--- src/rtl/l2_dispatch_pkg.sv ---
// Shared types and default geometry for the L2 dispatch front end.
// Holds the op_kind encoding and FSM states used by l2_dispatch.
package l2_dispatch_pkg;

    localparam int L2_N_CPU_DEF    = 2;
    localparam int OP_KIND_W       = 3;
    localparam int L2_SET_BITS_DEF = 8;
    localparam int L2_WAY_BITS_DEF = 3;

    typedef enum logic [OP_KIND_W-1:0] {
        OP_NONE       = 3'd0,
        OP_RSP        = 3'd1,
        OP_FWD        = 3'd2,
        OP_FLUSH_STEP = 3'd3,
        OP_CPU        = 3'd4
    } l2_dispatch_op_t;

    typedef enum logic {
        ST_IDLE  = 1'b0,
        ST_FLUSH = 1'b1
    } l2_dispatch_state_t;

endpackage

--- src/rtl/l2_rr_arbiter.sv ---
// CPU request arbiter: one-hot grant plus encoded id, combinational from req/en.
// Latency: 0 cycles (grant same cycle). Backpressure: en=0 suppresses every grant.
// L2_DISPATCH_RR_EN selects round-robin (with pointer) over fixed lowest-index priority.
module l2_rr_arbiter #(
    parameter int N       = 2,
    parameter int ID_BITS = 1
) (
`ifdef L2_DISPATCH_RR_EN
    input  logic               clk,
    input  logic               rst,
`endif
    input  logic [N-1:0]       req,
    input  logic               en,
    output logic [N-1:0]       gnt,
    output logic [ID_BITS-1:0] id
);

`ifdef L2_DISPATCH_RR_EN
    logic [ID_BITS-1:0] ptr;
    logic [ID_BITS:0]   sum;
    logic [ID_BITS-1:0] idx;
    logic               found;

    // Search starts at the pointer and wraps, so the last winner goes to the back.
    always_comb begin
        gnt   = '0;
        id    = '0;
        found = 1'b0;
        sum   = '0;
        idx   = '0;
        for (int k = 0; k < N; k++) begin
            sum = {1'b0, ptr} + (ID_BITS+1)'(k);
            if (sum >= (ID_BITS+1)'(N))
                sum = sum - (ID_BITS+1)'(N);
            idx = sum[ID_BITS-1:0];
            if (en && !found && req[idx]) begin
                found    = 1'b1;
                gnt[idx] = 1'b1;
                id       = idx;
            end
        end
    end

    always_ff @(posedge clk) begin
        if (!rst)
            ptr <= '0;
        else if (|gnt)
            ptr <= (id == ID_BITS'(N-1)) ? '0 : id + 1'b1;
    end
`else
    logic found;

    always_comb begin
        gnt   = '0;
        id    = '0;
        found = 1'b0;
        for (int k = 0; k < N; k++) begin
            if (en && !found && req[k]) begin
                found  = 1'b1;
                gnt[k] = 1'b1;
                id     = ID_BITS'(k);
            end
        end
    end
`endif

endmodule

--- src/rtl/l2_dispatch.sv ---
// L2 front-end scheduler: arbitrates RSP > FWD > flush step > flush accept > CPU, runs flush sweep.
// Latency: accepted input appears as registered op next cycle. Backpressure: no grants while op held and !pipe_ready.
// Build option L2_DISPATCH_RR_EN makes CPU arbitration round-robin instead of fixed priority.
module l2_dispatch
    import l2_dispatch_pkg::*;
#(
    parameter int N_CPU    = L2_N_CPU_DEF,
    parameter int SETS     = 1 << L2_SET_BITS_DEF,
    parameter int WAYS     = 1 << L2_WAY_BITS_DEF,
    localparam int SET_BITS = $clog2(SETS),
    localparam int WAY_BITS = $clog2(WAYS),
    localparam int ID_BITS  = (N_CPU > 1) ? $clog2(N_CPU) : 1
) (
    input  logic                 clk,
    input  logic                 rst,
    input  logic                 rsp_valid,
    output logic                 rsp_ready,
    input  logic                 fwd_valid,
    output logic                 fwd_ready,
    input  logic [N_CPU-1:0]     cpu_valid,
    output logic [N_CPU-1:0]     cpu_ready,
    input  logic                 flush_valid,
    output logic                 flush_ready,
    input  logic                 flush_all,
    input  logic                 fwd_stall,
    input  logic                 set_conflict,
    input  logic                 evict_stall,
    input  logic                 pipe_ready,
    output logic                 op_valid,
    output logic [OP_KIND_W-1:0] op_kind,
    output logic [ID_BITS-1:0]   op_cpu_id,
    output logic [SET_BITS-1:0]  op_set,
    output logic [WAY_BITS-1:0]  op_way,
    output logic                 op_flush_all,
    output logic                 flush_done
);

    l2_dispatch_state_t state;
    l2_dispatch_op_t    op_kind_q;
    l2_dispatch_op_t    next_kind;
    logic [SET_BITS-1:0] set_cnt;
    logic [WAY_BITS-1:0] way_cnt;

    logic load, hi_busy;
    logic gnt_rsp, gnt_fwd, gnt_step, gnt_flush, cpu_en;
    logic [N_CPU-1:0]   cpu_gnt;
    logic [ID_BITS-1:0] cpu_id;

    // Every grant is qualified by rst so no ready leaks out while in reset.
    assign load      = rst && (!op_valid || pipe_ready);
    assign hi_busy   = rsp_valid || (fwd_valid && !fwd_stall);
    assign gnt_rsp   = load && rsp_valid;
    assign gnt_fwd   = load && !rsp_valid && fwd_valid && !fwd_stall;
    assign gnt_step  = load && !hi_busy && (state == ST_FLUSH);
    assign gnt_flush = load && !hi_busy && (state == ST_IDLE) && flush_valid;
    assign cpu_en    = load && !hi_busy && (state == ST_IDLE) && !flush_valid
                       && !set_conflict && !evict_stall;

    l2_rr_arbiter #(.N(N_CPU), .ID_BITS(ID_BITS)) u_arb (
`ifdef L2_DISPATCH_RR_EN
        .clk (clk),
        .rst (rst),
`endif
        .req (cpu_valid),
        .en  (cpu_en),
        .gnt (cpu_gnt),
        .id  (cpu_id)
    );

    assign rsp_ready   = gnt_rsp;
    assign fwd_ready   = gnt_fwd;
    assign flush_ready = gnt_flush;
    assign cpu_ready   = cpu_gnt;
    assign op_kind     = op_kind_q;

    always_comb begin
        next_kind = OP_NONE;
        if (gnt_rsp)
            next_kind = OP_RSP;
        else if (gnt_fwd)
            next_kind = OP_FWD;
        else if (gnt_step)
            next_kind = OP_FLUSH_STEP;
        else if (|cpu_gnt)
            next_kind = OP_CPU;
    end

    always_ff @(posedge clk) begin
        if (!rst) begin
            state        <= ST_IDLE;
            op_valid     <= 1'b0;
            op_kind_q    <= OP_NONE;
            op_cpu_id    <= '0;
            op_set       <= '0;
            op_way       <= '0;
            op_flush_all <= 1'b0;
            flush_done   <= 1'b0;
            set_cnt      <= '0;
            way_cnt      <= '0;
        end else begin
            flush_done <= 1'b0;
            if (load) begin
                op_valid  <= (next_kind != OP_NONE);
                op_kind_q <= next_kind;
                op_cpu_id <= (|cpu_gnt) ? cpu_id : '0;
                op_set    <= gnt_step ? set_cnt : '0;
                op_way    <= gnt_step ? way_cnt : '0;
            end
            if (gnt_flush) begin
                op_flush_all <= flush_all;
                set_cnt      <= '0;
                way_cnt      <= '0;
                state        <= ST_FLUSH;
            end
            // Way walks first; the last set/way ends the sweep without advancing the set.
            if (gnt_step) begin
                if (way_cnt == WAY_BITS'(WAYS-1)) begin
                    way_cnt <= '0;
                    if (set_cnt == SET_BITS'(SETS-1)) begin
                        set_cnt    <= '0;
                        flush_done <= 1'b1;
                        state      <= ST_IDLE;
                    end else begin
                        set_cnt <= set_cnt + 1'b1;
                    end
                end else begin
                    way_cnt <= way_cnt + 1'b1;
                end
            end
        end
    end

endmodule

--- config.mk ---
export PLATFORM = sky130hd
export DESIGN_NAME = l2_dispatch
export DESIGN_NICKNAME = d
export VERILOG_FILES = /design/src/rtl/l2_dispatch_pkg.sv /design/src/rtl/l2_rr_arbiter.sv /design/src/rtl/l2_dispatch.sv
export SDC_FILE = /design/constraint.sdc
export NUM_CORES = 1
export LEC_CHECK = 0
export BUFFER_PORTS_ARGS = -buffer_cell sky130_fd_sc_hd__buf_2
export CORE_ASPECT_RATIO = 0.8
export CORE_MARGIN = 2
export CORE_UTILIZATION = 40
export CTS_CLUSTER_DIAMETER = 200
export DETAILED_ROUTE_END_ITERATION = 10
export SLEW_MARGIN = 10
export SYNTH_ARGS = -nofsm -noshare
export SYNTH_HDL_FRONTEND = slang
export SYNTH_SLANG_ARGS = --single-unit
--- constraint.sdc ---
create_clock -name clk -period 2.8 [get_ports clk]
set_clock_uncertainty 0.15 [all_clocks]
set_input_delay 0.28 -clock clk [delete_from_list [all_inputs] [get_ports clk]]
set_output_delay 0.28 -clock clk [all_outputs]
set_load 0.01 [all_outputs]
## After elaboration in Yosys (flattened, before gate mapping)

Index checks and enable logic that the tools add are counted.

| operators by class | value |
|---|---|
| add/sub/neg operators | 2 |
| equal/unequal tests | 2 |
| multiplexer cells | 21 |
| bitwise gates (word level) | 1 |
| reductions and logical operators | 30 |

Operator list:

| cell | count |
|---|---|
| $mux W8 | 5 |
| $mux W3 | 8 |
| $logic_and A1 B1 Y1 | 16 |
| $add A8 B1 Y8 const B | 1 |
| $eq A8 B8 Y1 const B | 1 |
| $logic_not A1 Y1 | 8 |
| $mux W1 | 8 |
| $add A3 B1 Y3 const B | 1 |
| $eq A3 B3 Y1 const B | 1 |
| $reduce_and A3 Y1 | 1 |
| $reduce_bool A3 Y1 | 1 |
| $logic_or A1 B1 Y1 | 2 |
| $reduce_bool A2 Y1 | 1 |
| $reduce_or A2 Y1 | 1 |
| $not A1 Y1 | 1 |

| storage, ports and cells | value |
|---|---|
| register bits | 30 |
| input port bits | 12 |
| output and inout bits | 23 |
| word-level logic and storage cells | 66 |

## Logic depth before layout (Yosys ltp)

| logic depth | value |
|---|---|
| depth after elaboration | 21 |
| mapped depth | 7 |
| mapped depth without buffers | 6 |

## By module

Synthesis repeated with hierarchy kept, for this count alone.

| unflattened totals | value |
|---|---|
| cells, all modules | 145 |
| area, all modules | 1,363.8 µm² |

By module, submodules not included:

| module | instances | cells an instance | area each (µm²) | seq. area each (µm²) |
|---|---|---|---|---|
| l2_dispatch | 1 | 142 | 1,340.0 | 600.6 |
| l2_rr_arbiter | 1 | 3 | 23.8 | 0.0 |

## Least setup slack after synthesis

OpenSTA, ideal clock, no wires.

| path | value |
|---|---|
| path type | reg2reg |
| from | reg way_cnt[0] |
| to | reg set_cnt[7] |
| setup time | 0.079 ns |
| data arrival time | 1.782 ns |
| required time | 2.571 ns |
| slack | 0.789 ns |
| cell stages (with the launch flop) | 8 |
| path buffers | 1 |
| clock period less this slack | 2.011 ns |
| cell sequence | dfxtp_1 > ha_1 > ha_1 > nand2_1 > or4_1 > buf_2 > or4_1 > o211ai_1 |

| between the ends | value |
|---|---|
| word-level cells in the longest chain between the ends | 3 |

Ends and longest elaborated chain:

| element | line | text |
|---|---|---|
| start: declaration | l2_dispatch.sv:42 | `logic [WAY_BITS-1:0] way_cnt;` |
| start signal: assignment | l2_dispatch.sv:127 | `way_cnt <= way_cnt + 1'b1;` |
| $eq A3 B3 Y1 | l2_dispatch.sv:117 | `if (way_cnt == WAY_BITS'(WAYS-1)) begin` |
| $mux W8 | l2_dispatch.sv:117 |  |
| $mux W8 | l2_dispatch.sv:116 | `if (gnt_step) begin` |
| end signal: assignment | l2_dispatch.sv:124 | `set_cnt <= set_cnt + 1'b1;` |
| end: declaration | l2_dispatch.sv:41 | `logic [SET_BITS-1:0] set_cnt;` |

Every way passes these cells.
A chain may end at the register's enable or synchronous reset.

## Worst setup path in the final report

| path | value |
|---|---|
| from | reg way_cnt[0] |
| to | reg set_cnt[3] |

The elaborated chain is that of the path after synthesis.

==> results.toml <==
[outcome]
status = "finished, final reports clean"

[timing]
fmax_mhz = 453
rsz0062_at_grt = "false"
slew_viol_final = 0
worstMarginPinSlew_ns = 0.831
max_slew_margin_pct = 44.4
setup_viol = 0
hold_viol = 0
finalCritPeriodShare_pct = 78.8
holdWs_ns = 0.104
period_needed_ns = 2.21
setup_tns_ns = 0

[pwr]
ir_worst_vdd_mv = 0.303
p_leak_nw = 0.758
power_density_nw_per_um2 = 562
power.total_mw = 0.926

[yosys]
synth_flop_cell = "dfxtp_1"
postSynth.asyncResetShare_pct = 0
yosysWarnings = 0
synth_top_area_share_pct = 45.5
ys_types = 40
synth_seq_area_share_pct = 45.5
syn-instance-count = 141
syn_area_um2 = 1320
avgSynthCellArea_um2 = 9.37
syn_nets = 156
synthTopCellsByArea = "dfxtp_1, a22o_1, nand2_1"
synth_edf_count = 0
synth_top_area_cell = "dfxtp_1"
yosys_register_bits = 30

[setup_path]
path_class = "reg2reg"
crit_fanout = 8
start_kind = "register"
slowest_delay_ns = 0.56
end_kind = "register"
path_buf_inv = 0
critical-path-slowest-cell = "or4_1"
crit_family = "simple AND/OR/NAND/NOR gates"
crit_chain = "ha_1 -> ha_1 -> nand2_1 -> or4_1 -> or4_1 -> o211ai_1"
required_ns = 2.85
cp.arrival_ns = 2.26

[grt]
grtUsageTotal_pct = 17.2
grt_max_degree = 15
antenna_found_initial = 0
overflow = 0
grt_pass1_wl_mm = 4.87
grt_pass1_vias = 1063

[placement]
place_inst = 212
place_area_um2 = 1540
numPortBuffers = 34
place.gp.congestion = 0.798
hpwl_mm = 2.19

[die]
die_w_um = 68.3
die_area_um2 = 3780
die_height_um = 55.4
fp-row-count = 18
start_util_pct = 42.2
io_pins = 35
core_area_um2 = 3130

[cts]
cts_tree = "yes"
htree_levels = 2
cts-root-buf = "clkbuf_8"
post_cts_buffers = 0
clk_path_buf_depth = 2
cts_resized = 0
clk_latency_ns = 0.28
clk_pin_slew_ns = 0.06
numCtsBuffers = 5
cts_hold_buf = 0
cts_sinks = 30

[hold_path]
min_path_type = "in2reg"

[drt]
drt_wl_total_mm = 2.93
ant_nets = 0
drcViolationCount = 0
drt_iter0_markers = 48
drtPass1Iterations = 4
vias = 1189
wl_per_cell_um = 13.4
avgViaCountPerCell = 5.43

[layout]
multi_input_area_um2 = 681
stdcell_count = 219
fin_area_um2 = 1650
fill_cells = 293
seq_area_um2 = 601
syn_to_final_growth_pct = 24.7
diodes = 0
nets = 194
drive_above_1_share_pct = 31.3

[flow_run]
cap_violations = 0
==> synthesized netlist by cell type, types with 4 or more instances <==
| library cell | count |
|---|---|
| dfxtp_1 | 30 |
| nor4_1 | 5 |
| o21ai_0 | 7 |
| a22o_1 | 11 |
| nor2_1 | 11 |
| a21oi_1 | 7 |
| nor3_1 | 4 |
| nand2_1 | 13 |
==> final timing paths <==
kind         startpoint           end  slack (ns)  cells past startpoint
max          way_cnt[0]    set_cnt[3]        0.59                      6
min           flush_all  op_flush_all        0.10                      3
max reg2reg  way_cnt[0]    set_cnt[3]        0.59                      6
min reg2reg   op_cpu_id     op_cpu_id        0.29                      1
==> layout by cell type (no fill, tap or decap), drive strengths merged, types with 2 or more instances in the layout <==
| master | netlist | routed |
|---|---|---|
| buf | 3 | 37 |
| a22o | 11 | 11 |
| nand2 | 13 | 13 |
| nand3 | 3 | 3 |
| clkbuf | 3 | 6 |
| and3 | 6 | 6 |
| nor2 | 11 | 11 |
| dfxtp | 30 | 30 |
| mux2i | 2 | 2 |
| nor4 | 5 | 5 |
| o41a | 2 | 2 |
| nand2b | 4 | 4 |
| a21o | 2 | 2 |
| ha | 3 | 3 |
| nor2b | 2 | 2 |
| or4 | 3 | 3 |
| and2b | 2 | 2 |
| inv | 3 | 3 |
| a21oi | 7 | 7 |
| nor3b | 2 | 2 |
| o211ai | 2 | 2 |
| nor3 | 4 | 4 |
| o21ai | 7 | 7 |
==> tightest hold or removal path, cell delays in order <==
cell and delay [ns]:
buf_2 0.08, mux2i_1 0.06, nor2_1 0.08
==> metrics by stage <==
| step | utilization, % | setup WS, ns |
|---|---|---|
| floorplan | - | 0.789 |
| global placement | 49.0 | 0.677 |
| detailed placement | 49.0 | 0.613 |
| CTS | 52.6 | 0.599 |
| global route | 52.6 | 0.435 |
| finish | 52.6 | 0.594 |
==> registers in the layout, summed over array words and instances, names as in the netlist <==
register	count
flush_done	1
op_cpu_id	1
op_flush_all	1
op_kind	3
op_set	8
op_valid	1
op_way	3
set_cnt	8
state	1
way_cnt	3
==> per-layer routing <==
layer	track usage, %	up-vias	wire length (um)
met5	0	-	0
met4	8.57	0	55
met3	5.50	7	158
met2	22.3	31	1210
met1	24.9	556	1500
li1	-	595	-
==> logic make-up after synthesis <==
logic type                 share of synthesized area (%)
buffers and inverters                               3.50
adders and majority gates                           2.84
AOI/OAI and AO/OA                                   20.9
and+or+nand+nor                                     25.8
muxes                                               1.52
DFF                                                 45.5
==> layout make-up <==
cell class | instances | share of cell area (%)
clock buffers | 6 | 5.01
clock inverters | 1 | 1.82
inverters | 3 | 0.683
multi-input cells | 102 | 41.3
flip-flops and latches | 30 | 36.4
well taps | 40 | 3.04
repair buffers | 37 | 11.7
==> power breakdown <==
part / internal, mW / switching (mW)
sequential: 0.431 / 0.00316
combinational: 0.0232 / 0.0324
clock: 0.284 / 0.152
Power figures use the tool's default switching activity.
